### config.mk
export PLATFORM = sky130hd
export DESIGN_NAME = lsu_flat
export DESIGN_NICKNAME = d
export VERILOG_FILES = /design/src/rtl/lsu_if.sv /design/src/rtl/lsu.sv /design/src/flat_wrapper.sv
export SDC_FILE = /design/constraint.sdc
export NUM_CORES = 1
export LEC_CHECK = 0
export ABC_AREA = 1
export BUFFER_PORTS_ARGS = -buffer_cell sky130_fd_sc_hd__clkbuf_2
export CORE_MARGIN = 2
export CORE_UTILIZATION = 45
export DETAILED_ROUTE_END_ITERATION = 6
export GPL_ROUTABILITY_DRIVEN = 0
export PLACE_DENSITY = 0.84
export SLEW_MARGIN = 25
export SYNTH_ARGS = -nofsm -noshare
export SYNTH_HDL_FRONTEND = slang
export SYNTH_SLANG_ARGS = --single-unit
### constraint.sdc
create_clock -name clk -period 2.2 [get_ports clk]
set_input_delay 0.44 -clock clk [delete_from_list [all_inputs] [get_ports clk]]
set_output_delay 0.44 -clock clk [all_outputs]
set_load 0.02 [all_outputs]
### src/rtl/lsu_if.sv
// lsu_if: data-side bus between the load/store unit and the address mux.
//   addr      LSU -> mux   byte address (low ADDR_LEN bits)
//   rd_req    LSU -> mux   read request, held until rd_ready
//   wr_req    LSU -> mux   write request, held until wr_ready
//   be        LSU -> mux   byte enables, zero when no request is active
//   wr_data   LSU -> mux   lane-replicated store data
//   rd_ready  mux -> LSU   read completion
//   wr_ready  mux -> LSU   write completion
//   rd_data   mux -> LSU   read data, valid in the rd_ready cycle
interface lsu_if #(
  parameter int XLEN     = 32,
  parameter int ADDR_LEN = 14
) ();
  logic [ADDR_LEN-1:0] addr;
  logic                rd_req;
  logic                wr_req;
  logic [XLEN/8-1:0]   be;
  logic [XLEN-1:0]     wr_data;
  logic                rd_ready;
  logic                wr_ready;
  logic [XLEN-1:0]     rd_data;

  modport master (
    output addr, rd_req, wr_req, be, wr_data,
    input  rd_ready, wr_ready, rd_data
  );

  modport slave (
    input  addr, rd_req, wr_req, be, wr_data,
    output rd_ready, wr_ready, rd_data
  );
endinterface

### src/rtl/lsu.sv
// lsu: load/store unit in front of the data-side address mux.
// Accepts one operation at a time (op_valid/op_ready), rejects misaligned
// or reserved-size accesses without touching the bus, otherwise issues a
// request on the bus interface and returns a lane-extracted,
// sign/zero-extended result as a one-cycle res_valid pulse. A watchdog
// aborts requests whose ready never arrives.
//   clk, rstb              clock, asynchronous active-low reset
//   op_*                   operation from execute (valid/ready handshake)
//   res_*                  completion pulse with data, tag, writeback, exc
//   bus (lsu_if.master)    addr/rd_req/wr_req/be/wr_data, rd/wr_ready, rd_data
module lsu #(
  parameter int XLEN     = 32,
  parameter int ADDR_LEN = 14,
  parameter int TIMEOUT  = 255
) (
  input  logic            clk,
  input  logic            rstb,
  input  logic            op_valid,
  output logic            op_ready,
  input  logic            op_is_store,
  input  logic [1:0]      op_size,
  input  logic            op_unsigned,
  input  logic [XLEN-1:0] op_addr,
  input  logic [XLEN-1:0] op_wdata,
  input  logic [4:0]      op_rd,
  output logic            res_valid,
  output logic [XLEN-1:0] res_data,
  output logic [4:0]      res_rd,
  output logic            res_we,
  output logic [1:0]      res_exc,
  lsu_if.master           bus
);

  localparam int WD_W = $clog2(TIMEOUT + 1);

  typedef enum logic [1:0] {
    S_IDLE  = 2'd0,
    S_SETUP = 2'd1,
    S_WAIT  = 2'd2,
    S_RESP  = 2'd3
  } state_e;

  state_e              state_q, state_d;
  logic [WD_W-1:0]     wdog_q, wdog_d;
  logic                is_store_q, is_store_d;
  logic [1:0]          size_q, size_d;
  logic                unsigned_q, unsigned_d;
  logic [1:0]          alo_q, alo_d;
  logic [4:0]          rd_q, rd_d;
  logic [ADDR_LEN-1:0] addr_q, addr_d;
  logic [3:0]          be_q, be_d;
  logic [XLEN-1:0]     wr_data_q, wr_data_d;
  logic                rd_req_q, rd_req_d;
  logic                wr_req_q, wr_req_d;
  logic                op_ready_q, op_ready_d;
  logic                res_valid_q, res_valid_d;
  logic [XLEN-1:0]     res_data_q, res_data_d;
  logic [4:0]          res_rd_q, res_rd_d;
  logic                res_we_q, res_we_d;
  logic [1:0]          res_exc_q, res_exc_d;
  logic                ready_s;

  // Address bits above the mux width are intentionally not decoded here.
  logic unused_addr_hi;
  assign unused_addr_hi = ^op_addr[XLEN-1:ADDR_LEN];

  function automatic logic misaligned(input logic [1:0] size, input logic [1:0] a);
    case (size)
      2'd0:    misaligned = 1'b0;
      2'd1:    misaligned = a[0];
      2'd2:    misaligned = (a != 2'd0);
      default: misaligned = 1'b1;
    endcase
  endfunction

  function automatic logic [3:0] be_calc(input logic [1:0] size, input logic [1:0] a);
    case (size)
      2'd0:    be_calc = 4'b0001 << a;
      2'd1:    be_calc = 4'b0011 << a;
      2'd2:    be_calc = 4'hF;
      default: be_calc = 4'h0;
    endcase
  endfunction

  function automatic logic [XLEN-1:0] lanes(input logic [1:0] size, input logic [XLEN-1:0] w);
    case (size)
      2'd0:    lanes = {4{w[7:0]}};
      2'd1:    lanes = {2{w[15:0]}};
      default: lanes = w;
    endcase
  endfunction

  function automatic logic [XLEN-1:0] extract(input logic [1:0] size, input logic uns,
                                              input logic [1:0] a, input logic [XLEN-1:0] d);
    logic [XLEN-1:0] s;
    s = d >> {a, 3'b000};
    case (size)
      2'd0:    extract = uns ? {{(XLEN-8){1'b0}}, s[7:0]} : {{(XLEN-8){s[7]}}, s[7:0]};
      2'd1:    extract = uns ? {{(XLEN-16){1'b0}}, s[15:0]} : {{(XLEN-16){s[15]}}, s[15:0]};
      default: extract = d;
    endcase
  endfunction

  // Next-state and next-output logic; result fields are zero outside RESP.
  always_comb begin
    state_d     = state_q;
    wdog_d      = {WD_W{1'b0}};
    is_store_d  = is_store_q;
    size_d      = size_q;
    unsigned_d  = unsigned_q;
    alo_d       = alo_q;
    rd_d        = rd_q;
    addr_d      = addr_q;
    be_d        = be_q;
    wr_data_d   = wr_data_q;
    rd_req_d    = rd_req_q;
    wr_req_d    = wr_req_q;
    op_ready_d  = op_ready_q;
    res_valid_d = 1'b0;
    res_data_d  = {XLEN{1'b0}};
    res_rd_d    = 5'd0;
    res_we_d    = 1'b0;
    res_exc_d   = 2'd0;
    ready_s     = is_store_q ? bus.wr_ready : bus.rd_ready;

    case (state_q)
      S_IDLE: begin
        if (op_valid && op_ready_q) begin
          is_store_d = op_is_store;
          size_d     = op_size;
          unsigned_d = op_unsigned;
          alo_d      = op_addr[1:0];
          rd_d       = op_rd;
          op_ready_d = 1'b0;
          if (misaligned(op_size, op_addr[1:0])) begin
            // Rejected before any bus activity.
            state_d     = S_RESP;
            res_valid_d = 1'b1;
            res_rd_d    = op_rd;
            res_exc_d   = 2'd1;
          end else begin
            state_d   = S_SETUP;
            addr_d    = op_addr[ADDR_LEN-1:0];
            be_d      = be_calc(op_size, op_addr[1:0]);
            wr_data_d = op_is_store ? lanes(op_size, op_wdata) : {XLEN{1'b0}};
            rd_req_d  = ~op_is_store;
            wr_req_d  = op_is_store;
          end
        end else begin
          state_d = S_IDLE;
        end
      end
      S_SETUP: begin
        // The mux is still decoding the target; any ready now is stale.
        state_d = S_WAIT;
      end
      S_WAIT: begin
        if (ready_s || (wdog_q == WD_W'(TIMEOUT - 1))) begin
          state_d     = S_RESP;
          addr_d      = {ADDR_LEN{1'b0}};
          be_d        = 4'h0;
          wr_data_d   = {XLEN{1'b0}};
          rd_req_d    = 1'b0;
          wr_req_d    = 1'b0;
          res_valid_d = 1'b1;
          res_rd_d    = rd_q;
          if (ready_s) begin
            res_we_d   = ~is_store_q;
            res_data_d = is_store_q ? {XLEN{1'b0}}
                                    : extract(size_q, unsigned_q, alo_q, bus.rd_data);
          end else begin
            res_exc_d = 2'd2;
          end
        end else begin
          wdog_d = wdog_q + WD_W'(1);
        end
      end
      S_RESP: begin
        state_d    = S_IDLE;
        op_ready_d = 1'b1;
      end
      default: begin
        state_d    = S_IDLE;
        op_ready_d = 1'b1;
        rd_req_d   = 1'b0;
        wr_req_d   = 1'b0;
        be_d       = 4'h0;
      end
    endcase
  end

  // State, latched operation fields and all registered outputs.
  always_ff @(posedge clk or negedge rstb) begin
    if (!rstb) begin
      state_q     <= S_IDLE;
      wdog_q      <= {WD_W{1'b0}};
      is_store_q  <= 1'b0;
      size_q      <= 2'd0;
      unsigned_q  <= 1'b0;
      alo_q       <= 2'd0;
      rd_q        <= 5'd0;
      addr_q      <= {ADDR_LEN{1'b0}};
      be_q        <= 4'h0;
      wr_data_q   <= {XLEN{1'b0}};
      rd_req_q    <= 1'b0;
      wr_req_q    <= 1'b0;
      op_ready_q  <= 1'b1;
      res_valid_q <= 1'b0;
      res_data_q  <= {XLEN{1'b0}};
      res_rd_q    <= 5'd0;
      res_we_q    <= 1'b0;
      res_exc_q   <= 2'd0;
    end else begin
      state_q     <= state_d;
      wdog_q      <= wdog_d;
      is_store_q  <= is_store_d;
      size_q      <= size_d;
      unsigned_q  <= unsigned_d;
      alo_q       <= alo_d;
      rd_q        <= rd_d;
      addr_q      <= addr_d;
      be_q        <= be_d;
      wr_data_q   <= wr_data_d;
      rd_req_q    <= rd_req_d;
      wr_req_q    <= wr_req_d;
      op_ready_q  <= op_ready_d;
      res_valid_q <= res_valid_d;
      res_data_q  <= res_data_d;
      res_rd_q    <= res_rd_d;
      res_we_q    <= res_we_d;
      res_exc_q   <= res_exc_d;
    end
  end

  assign op_ready    = op_ready_q;
  assign res_valid   = res_valid_q;
  assign res_data    = res_data_q;
  assign res_rd      = res_rd_q;
  assign res_we      = res_we_q;
  assign res_exc     = res_exc_q;
  assign bus.addr    = addr_q;
  assign bus.be      = be_q;
  assign bus.wr_data = wr_data_q;
  assign bus.rd_req  = rd_req_q;
  assign bus.wr_req  = wr_req_q;

endmodule

### src/flat_wrapper.sv
// flat-port wrapper written by rule: the top's interface ports become plain ports
module lsu_flat 
#(
  parameter int XLEN     = 32,
  parameter int ADDR_LEN = 14,
  parameter int TIMEOUT  = 255
)
  (clk, rstb, op_valid, op_ready, op_is_store, op_size, op_unsigned, op_addr, op_wdata, op_rd, res_valid, res_data, res_rd, res_we, res_exc, bus_addr, bus_rd_req, bus_wr_req, bus_be, bus_wr_data, bus_rd_ready, bus_wr_ready, bus_rd_data);
  lsu_if #(.XLEN(XLEN), .ADDR_LEN(ADDR_LEN)) bus_i ();
  input  logic clk;
  input  logic rstb;
  input  logic op_valid;
  output logic op_ready;
  input  logic op_is_store;
  input  logic [1:0] op_size;
  input  logic op_unsigned;
  input  logic [XLEN-1:0] op_addr;
  input  logic [XLEN-1:0] op_wdata;
  input  logic [4:0] op_rd;
  output logic res_valid;
  output logic [XLEN-1:0] res_data;
  output logic [4:0] res_rd;
  output logic res_we;
  output logic [1:0] res_exc;
  output wire logic [$bits(bus_i.addr)-1:0] bus_addr;
  output wire logic [$bits(bus_i.rd_req)-1:0] bus_rd_req;
  output wire logic [$bits(bus_i.wr_req)-1:0] bus_wr_req;
  output wire logic [$bits(bus_i.be)-1:0] bus_be;
  output wire logic [$bits(bus_i.wr_data)-1:0] bus_wr_data;
  input wire logic [$bits(bus_i.rd_ready)-1:0] bus_rd_ready;
  input wire logic [$bits(bus_i.wr_ready)-1:0] bus_wr_ready;
  input wire logic [$bits(bus_i.rd_data)-1:0] bus_rd_data;
  assign bus_addr = bus_i.addr;
  assign bus_rd_req = bus_i.rd_req;
  assign bus_wr_req = bus_i.wr_req;
  assign bus_be = bus_i.be;
  assign bus_wr_data = bus_i.wr_data;
  assign bus_i.rd_ready = bus_rd_ready;
  assign bus_i.wr_ready = bus_wr_ready;
  assign bus_i.rd_data = bus_rd_data;
  lsu #(.XLEN(XLEN), .ADDR_LEN(ADDR_LEN), .TIMEOUT(TIMEOUT)) u_core (.clk(clk), .rstb(rstb), .op_valid(op_valid), .op_ready(op_ready), .op_is_store(op_is_store), .op_size(op_size), .op_unsigned(op_unsigned), .op_addr(op_addr), .op_wdata(op_wdata), .op_rd(op_rd), .res_valid(res_valid), .res_data(res_data), .res_rd(res_rd), .res_we(res_we), .res_exc(res_exc), .bus(bus_i));
endmodule
==> results of run 1 <==
kinds of logic (layout without fill, tap and decap cells):
group | count (synthesis) | in the layout
DFF | 115 | 115
adders and majority gates | 5 | 5
and+or+nand+nor | 335 | 335
xor gates and xnor gates | 1 | 1
buffers and inverters | 86 | 284
AOI/OAI and AO/OA | 138 | 138
worst max-delay path by stage:
stage,slack [ns],endpoint,start,cells past startpoint
after floorplan,0.53,u_core.bus.wr_data[24]$_DFFE_PN0P_,u_core.state_q[0]$_DFFE_PN0P_,10
after global placement,0.24,u_core.bus.wr_data[30]$_DFFE_PN0P_,op_addr[1],10
after detailed placement,0.23,u_core.bus.wr_data[10]$_DFFE_PN0P_,op_addr[1],10
after CTS,0.32,u_core.bus.wr_data[10]$_DFFE_PN0P_,u_core.state_q[0]$_DFFE_PN0P_,8
after global routing,0.14,u_core.bus.wr_data[10]$_DFFE_PN0P_,u_core.state_q[0]$_DFFE_PN0P_,8
final,0.33,u_core.bus.be[2]$_DFFE_PN0P_,u_core.state_q[0]$_DFFE_PN0P_,8
area by class of cell:
cell class | instances | area (um^2) | area share (%)
sequential | 115 | 2880 | 39.9
multi-input combinational | 479 | 2230 | 30.9
timing repair buffer | 201 | 1100 | 15.2
clock buffer | 18 | 439 | 6.09
inverter | 51 | 191 | 2.66
clock inverter | 14 | 186 | 2.59
tap | 147 | 184 | 2.55
worst max-delay path, cell delays in order, from the launching register on:
cell and delay [ns]:
dfrtp_1 0.38, inv_1 0.10, ha_1 0.19, inv_2 0.08, o21ai_1 0.25, nand3_4 0.29
inv_2 0.33, nand2_1 0.10, nand2_1 0.06
power by group through the flow:
stage | sequential, mW | combinational (mW) | clock (mW)
3_5_place_dp | 3.17 | 3.12 | 0
2_1_floorplan | 3.78 | 1.39 | 0
3_3_place_gp | 3.17 | 3.05 | 0
4_1_cts | 3.16 | 3.12 | 2.93
6_report | 3.16 | 3.09 | 2.89
5_1_grt | 3.25 | 3.47 | 3.04
cell usage in the layout, fill, tap and decap left out, types with 7 or more instances in the layout:
master,n
o21ai_0,68
inv_2,7
nand2_1,213
buf_4,13
clkbuf_16,17
o2111ai_1,12
a31oi_1,8
o21ai_1,13
a21oi_1,19
dfrtp_1,114
o31ai_1,7
inv_1,43
clkbuf_2,184
nand3_1,35
nor2_1,75
flip-flops by register name (all words and copies together) (netlist names), 4 cells and up:
register / cells
u_core.res_rd: 5
u_core.bus.addr: 14
u_core.rd_q: 5
u_core.wdog_q: 8
u_core.res_data: 32
u_core.bus.be: 4
u_core.bus.wr_data: 32
metal layers:
metal  vias up  track usage [%]  share of wire (%)
met5         -                0                  0
li1       2584                -                  -
met3        33             6.99                8.8
met4         0             10.0                2.7
met1      2404             29.1                 42
met2       252             36.0                 47
metrics by stage:
step	instances	util (%)	hold slack (ns)	cell area, um^2
after floorplan	680	-	0.144	5480
after global placement	993	55.0	0.435	6580
after detailed placement	993	55.0	0.439	6580
after CTS	1025	60.3	0.00242	7210
after global routing	1025	60.3	0.0213	7210
final	1025	60.3	-0.00444	7210
==> impl_metrics.env, run 1 <==
export IMPL_row_count=40
export IMPL_routedWlPerCell_um=13.9
export IMPL_synth_async_sr_flop_share_pct=100
export IMPL_worst_skew_pair_late_latency_ns=0.41
export IMPL_power_frac_comb_pct=33.8
export IMPL_violations="negative hold slack"
export IMPL_cp_end_kind="register"
export IMPL_hold_buffers=0
export IMPL_synth_xor_area_share_pct=0.160
export IMPL_relSlewSlack_pct=61.9
export IMPL_cp_start_kind="register"
export IMPL_tightest_slew_ns=0.570
export IMPL_ctsRootBufferMaster="clkbuf_16"
export IMPL_rsz0062_at_grt="false"
export IMPL_netlist_area_leader_share_pct=52.1
export IMPL_diodes=0
export IMPL_drv_slew=0
export IMPL_synth_top_area_cell="dfrtp_1"
export IMPL_hpwl_um=10600
export IMPL_leakagePower_nw=3.96
export IMPL_r2r_end="u_core.bus.be[2]$_DFFE_PN0P_"
export IMPL_cts_path_max_buffers=2
export IMPL_numPortBuffers=185
export IMPL_fin_skew_ns=0.0104
export IMPL_switchingPower_mw=3.43
export IMPL_synth_cells=680
export IMPL_drc=0
export IMPL_synth_cell_type_count=35
export IMPL_timing_hold_ws_ns=-0.00444
export IMPL_clkSinkCount=115
export IMPL_setup_viol=0
export IMPL_synthTopCellsByCount="nand2_1 (213), dfrtp_1 (114), nor2_1 (75)"
export IMPL_overflow=0
export IMPL_area_growth_pct=31.6
export IMPL_r2r_start="u_core.state_q[0]$_DFFE_PN0P_"
export IMPL_cp_arrival_ns=2.21
export IMPL_grt_pass1_wl_um=23300
export IMPL_synth_edf_count=0
export IMPL_syn_nets=795
export IMPL_core_um2=12000
export IMPL_syn_area_per_cell_um2=8.05
export IMPL_synth_top_family_by_area="simple AND/OR/NAND/NOR gates"
export IMPL_cts_resized=0
export IMPL_synth_mux_area_share_pct=0
export IMPL_reg2reg_slack_ns=0.33
export IMPL_grt_start_max_net_pins=44
export IMPL_p_per_area_nw_per_um2=1270
export IMPL_cts_setup_buffers=0
export IMPL_total_power_mw=9.14
export IMPL_grt_usage_pct=22.8
export IMPL_setup_tns_ns=0
export IMPL_r2r_cells=8
export IMPL_min_path_type="input pin to asynchronous set/reset pin"
export IMPL_dp_slack_ns=0.233
export IMPL_pwr_share_clk_pct=31.6
export IMPL_yosys_most_used_dff="dfrtp_1"
export IMPL_synthSimpleGateAreaFrac_pct=24.9
export IMPL_num_vias=5273
export IMPL_synth_seq_area_share_pct=52.6
export IMPL_layout_drive_gt1_share_pct=29.0
export IMPL_hold_violations=12
export IMPL_fin_crit_sh_pct=84.9
export IMPL_drv_cap=0
export IMPL_die_area_um2=13100
export IMPL_cp_max_fo=25
export IMPL_critPathKind="register to register"
export IMPL_irDropWorstVdd_v=0.000634
export IMPL_die_w_um=114
export IMPL_drtIter0Drc=455
export IMPL_intPower_mw=5.70
export IMPL_synth_area_top_cells="dfrtp_1 (52%), nand2_1 (15%), o21ai_0 (6.2%), nor2_1 (5.1%), nand3_1 (3.2%)"
export IMPL_drtAntennaViolNets=0
export IMPL_synthAdderAreaFrac_pct=1.14
export IMPL_final_net_count=980
export IMPL_cts_reportedPaths_clkPinSlew_ns=0.06
export IMPL_setup_slack_ns=0.332
export IMPL_fillers=1075
export IMPL_cts_buffers=17
export IMPL_grt_pass1_vias=4917
export IMPL_synth_seq_cells=115
export IMPL_worstPathRequired_ns=2.54
export IMPL_synth_compound_area_share_pct=14.5
export IMPL_die_h_um=114
export IMPL_yosys_warnings=0
export IMPL_first_pass_iters=5
export IMPL_fmax_ghz=0.535
export IMPL_seq_power_share_pct=34.6
export IMPL_ios=204
export IMPL_synth_most_common_cell="nand2_1"
export IMPL_p_sw_share_pct=37.6
export IMPL_wl_um=14300
export IMPL_antenna_found_initial=0
export IMPL_vias_per_cell=5.14
export IMPL_min_period_ns=1.87
export IMPL_initial_utilization_pct=45.8
export IMPL_htree_levels=4
export IMPL_status="finished, violations left"
export IMPL_tritoncts="done"
export IMPL_syn_area_um2=5480
No activity file was read; power rests on OpenSTA's default activity.
==> inputs of run 2 (changes only) <==
--- a/config.mk
+++ b/config.mk
@@ -5,13 +5,13 @@
 export SDC_FILE = /design/constraint.sdc
 export NUM_CORES = 1
 export LEC_CHECK = 0
-export ABC_AREA = 1
+export ABC_AREA = 0
 export BUFFER_PORTS_ARGS = -buffer_cell sky130_fd_sc_hd__clkbuf_2
 export CORE_MARGIN = 2
-export CORE_UTILIZATION = 45
+export CORE_UTILIZATION = 44
 export DETAILED_ROUTE_END_ITERATION = 6
 export GPL_ROUTABILITY_DRIVEN = 0
-export PLACE_DENSITY = 0.84
+export PLACE_DENSITY = 0.86
 export SLEW_MARGIN = 25
 export SYNTH_ARGS = -nofsm -noshare
 export SYNTH_HDL_FRONTEND = slang
==> constraint.sdc (replaced) <==
create_clock -name clk -period 1.61 [get_ports clk]
set_input_delay 0.322 -clock clk [delete_from_list [all_inputs] [get_ports clk]]
set_output_delay 0.322 -clock clk [all_outputs]
set_load 0.02 [all_outputs]
==> run 2 against run 1 <==
- the flow finishes with violations (negative setup slack)
- design area grew 2.5%
- sequential power grew 16%
- clock skew grew 0.0053 ns
- synthesized cell count shrank 34%
- cell count shrank 19%
- area after synthesis shrank 6.3%
- worst setup slack lost 0.45 ns
- global-route usage grew 0.61 points
==> impl_metrics.env, run 2 <==
export IMPL_status="finished, violations left"
export IMPL_violations="negative setup slack"
export IMPL_overflow=0
export IMPL_cp_arrival_ns=2.01
export IMPL_synth_async_sr_flop_share_pct=100
export IMPL_diodes=0
export IMPL_antenna_found_initial=0
export IMPL_yosys_most_used_dff="dfrtp_1"
export IMPL_synth_cells=450
export IMPL_htree_levels=4
export IMPL_setup_viol=68
export IMPL_min_to="u_core.bus.addr[5]$_DFFE_PN0P_"
export IMPL_vias_per_cell=5.52
export IMPL_grt_pass1_wl_um=23100
export IMPL_synth_edf_count=0
export IMPL_leakagePower_nw=4.00
export IMPL_wl_um=15000
export IMPL_synth_top_family_by_area="compound AO/OA/AOI/OAI gates"
export IMPL_fin_crit_sh_pct=107
export IMPL_fin_skew_ns=0.0157
export IMPL_synth_compound_area_share_pct=21.7
export IMPL_setup_slack_ns=-0.115
export IMPL_numPortBuffers=185
export IMPL_final_cell_mix="clkbuf_2 (184), dfrtp_1 (113), nand2_1 (49)"
export IMPL_synth_most_common_cell="dfrtp_1"
export IMPL_p_per_area_nw_per_um2=1400
export IMPL_drv_cap=0
export IMPL_cts_buffers=17
export IMPL_grt_pass1_vias=4786
export IMPL_num_vias=4583
export IMPL_utilization_pct=64.7
export IMPL_synth_area_top_cells="dfrtp_1 (56%), mux2i_1 (6.2%), a22o_1 (6.0%), nand2_1 (3.7%), a21o_1 (3.5%)"
export IMPL_reg2reg_slack_ns=-0.12
export IMPL_cts_reportedPaths_clkPinSlew_ns=0.05
export IMPL_netlist_area_leader_share_pct=55.6
export IMPL_first_pass_iters=4
export IMPL_cp_end_kind="register"
export IMPL_relSlewSlack_pct=74.1
export IMPL_tritoncts="done"
export IMPL_clkSinkCount=115
export IMPL_synthTopCellsByCount="dfrtp_1 (114), nand2_1 (50), a22o_1 (35)"
export IMPL_row_count=39
export IMPL_synth_seq_cells=115
export IMPL_drc=0
export IMPL_r2r_start="u_core.state_q[1]$_DFFE_PN0P_"
export IMPL_hold_violations=0
export IMPL_critPathKind="register to register"
export IMPL_die_area_um2=12500
export IMPL_hpwl_um=10400
export IMPL_finish_instance_area_um2=7390
export IMPL_rsz0062_at_grt="true"
export IMPL_ctsRootBufferMaster="clkbuf_16"
export IMPL_routedWlPerCell_um=18.1
export IMPL_area_growth_pct=43.9
export IMPL_cp_max_fo=15
export IMPL_r2r_cells=7
export IMPL_synth_seq_area_share_pct=56.1
export IMPL_synth_xor_area_share_pct=1.02
export IMPL_min_path_type="input pin to register"
export IMPL_syn_nets=565
export IMPL_worstPathRequired_ns=1.90
export IMPL_grt_start_max_net_pins=43
export IMPL_r2r_end="u_core.bus.rd_req$_DFFE_PN0P_"
export IMPL_synth_top_area_cell="dfrtp_1"
export IMPL_total_power_mw=10.3
export IMPL_die_w_um=112
export IMPL_min_period_ns=1.73
export IMPL_dp_slack_ns=-0.289
export IMPL_irDropWorstVdd_v=0.000764
export IMPL_layout_drive_gt1_share_pct=44.7
export IMPL_grt_usage_pct=23.4
export IMPL_synthAdderAreaFrac_pct=1.22
export IMPL_cp_start_kind="register"
export IMPL_drtIter0Drc=400
export IMPL_die_h_um=112
export IMPL_initial_utilization_pct=45.0
export IMPL_synth_mux_area_share_pct=6.90
export IMPL_tightest_slew_ns=0.388
export IMPL_fmax_ghz=0.580
export IMPL_min_from="op_addr[5]"
export IMPL_synth_cell_type_count=49
export IMPL_yosys_warnings=0
export IMPL_syn_area_um2=5130
export IMPL_cts_path_max_buffers=2
export IMPL_syn_area_per_cell_um2=11.4
export IMPL_synthSimpleGateAreaFrac_pct=9.12
export IMPL_drv_slew=0
export IMPL_drtAntennaViolNets=0
export IMPL_worst_skew_pair_late_latency_ns=0.41
export IMPL_final_common_cell="clkbuf_2"
export IMPL_whs_path_depth=2
export IMPL_final_net_count=791
export IMPL_dpl_cell_area_um2=6530
export IMPL_ios=204
export IMPL_core_um2=11400
==> run 2: cell count changes in the layout (fill, tap and decap cells not counted), moves of 9 or more <==
| cell | delta |
|---|---|
| o21ai_1 | -13 |
| a21oi_2 | +9 |
| inv_1 | -37 |
| o2bb2ai_1 | +14 |
| nand2_1 | -164 |
| nor2_1 | -55 |
| o2111ai_1 | -12 |
| mux2i_1 | +31 |
| o21ai_0 | -39 |
| nand3_1 | -30 |
| a21o_1 | +24 |
| buf_4 | +27 |
| a22o_1 | +35 |
==> run 2: through the flow <==
step	TNS [ns]	std cells	hold slack, ns
2_1_floorplan	-1.64	450	0.0264
3_3_place_gp	-3.93	789	0.190
3_5_place_dp	-9.34	789	0.193
4_1_cts	-2.41	828	0.105
5_1_grt	-8.52	830	0.133
6_report	-4.50	830	0.139
==> run 2: repair_timing <==
action                                 4_1_cts  5_1_grt
setup buffers                                7        0
hold buffers                                 1        0
gates cloned                                 1        4
endpoints found under the hold margin       10        0
setup endpoints to repair                   77       85
gates resized for setup                      9       16
pin swaps                                    2       10
==> run 2: layer usage <==
layer | track usage [%] | wire length (um) | up-vias
met2 | 40.4 | 7770 | 193
li1 | - | - | 2086
met4 | 10.4 | 315 | 0
met3 | 6.43 | 950 | 32
met1 | 27.5 | 5980 | 2272
met5 | 0 | 0 | -
==> run 2: how the worst max path moves through the flow <==
stage / slack, ns / end / cells past startpoint / startpoint
floorplan: -0.09 / u_core.bus.wr_data[14]$_DFFE_PN0P_ / 7 / u_core.state_q[0]$_DFFE_PN0P_
CTS: -0.1 / u_core.res_data[18]$_DFF_PN0_ / 8 / u_core.state_q[0]$_DFFE_PN0P_
global placement: -0.21 / u_core.res_data[23]$_DFF_PN0_ / 5 / u_core.state_q[0]$_DFFE_PN0P_
detailed placement: -0.29 / u_core.res_data[20]$_DFF_PN0_ / 5 / u_core.state_q[0]$_DFFE_PN0P_
finish: -0.12 / u_core.bus.rd_req$_DFFE_PN0P_ / 7 / u_core.state_q[1]$_DFFE_PN0P_
global route: -0.17 / u_core.bus.be[3]$_DFFE_PN0P_ / 8 / u_core.wdog_q[0]$_DFF_PN0_
==> run 2: area by class of cell <==
| class | count | area (um^2) |
|---|---|---|
| fillers | 868 | 4030 |
| well taps | 143 | 179 |
| flip-flops and latches | 115 | 2880 |
| clock inverters | 8 | 125 |
| repair buffers | 239 | 1500 |
| multi-input cells | 293 | 2170 |
| clock buffers | 22 | 494 |
| inverters | 10 | 40.0 |
==> run 2: power breakdown <==
| group | switching, mW | internal, mW |
|---|---|---|
| clock network | 1.27 | 2.62 |
| logic | 1.63 | 1.12 |
| registers | 0.328 | 3.35 |
==> run 2: logic make-up after synthesis <==
family	after synthesis
flops	115
fa+ha+maj	5
mux	34
buf+inv	42
simple gates	100
compound gates	148
xor+xnor	6
==> run 2: critical path, stage by stage (launching register included) <==
cell and delay (ns):
dfrtp_2 0.44, inv_2 0.08, ha_4 0.15, nand3_4 0.09, o31ai_4 0.26, nand2_4 0.17
clkbuf_16 0.22, a22o_1 0.18
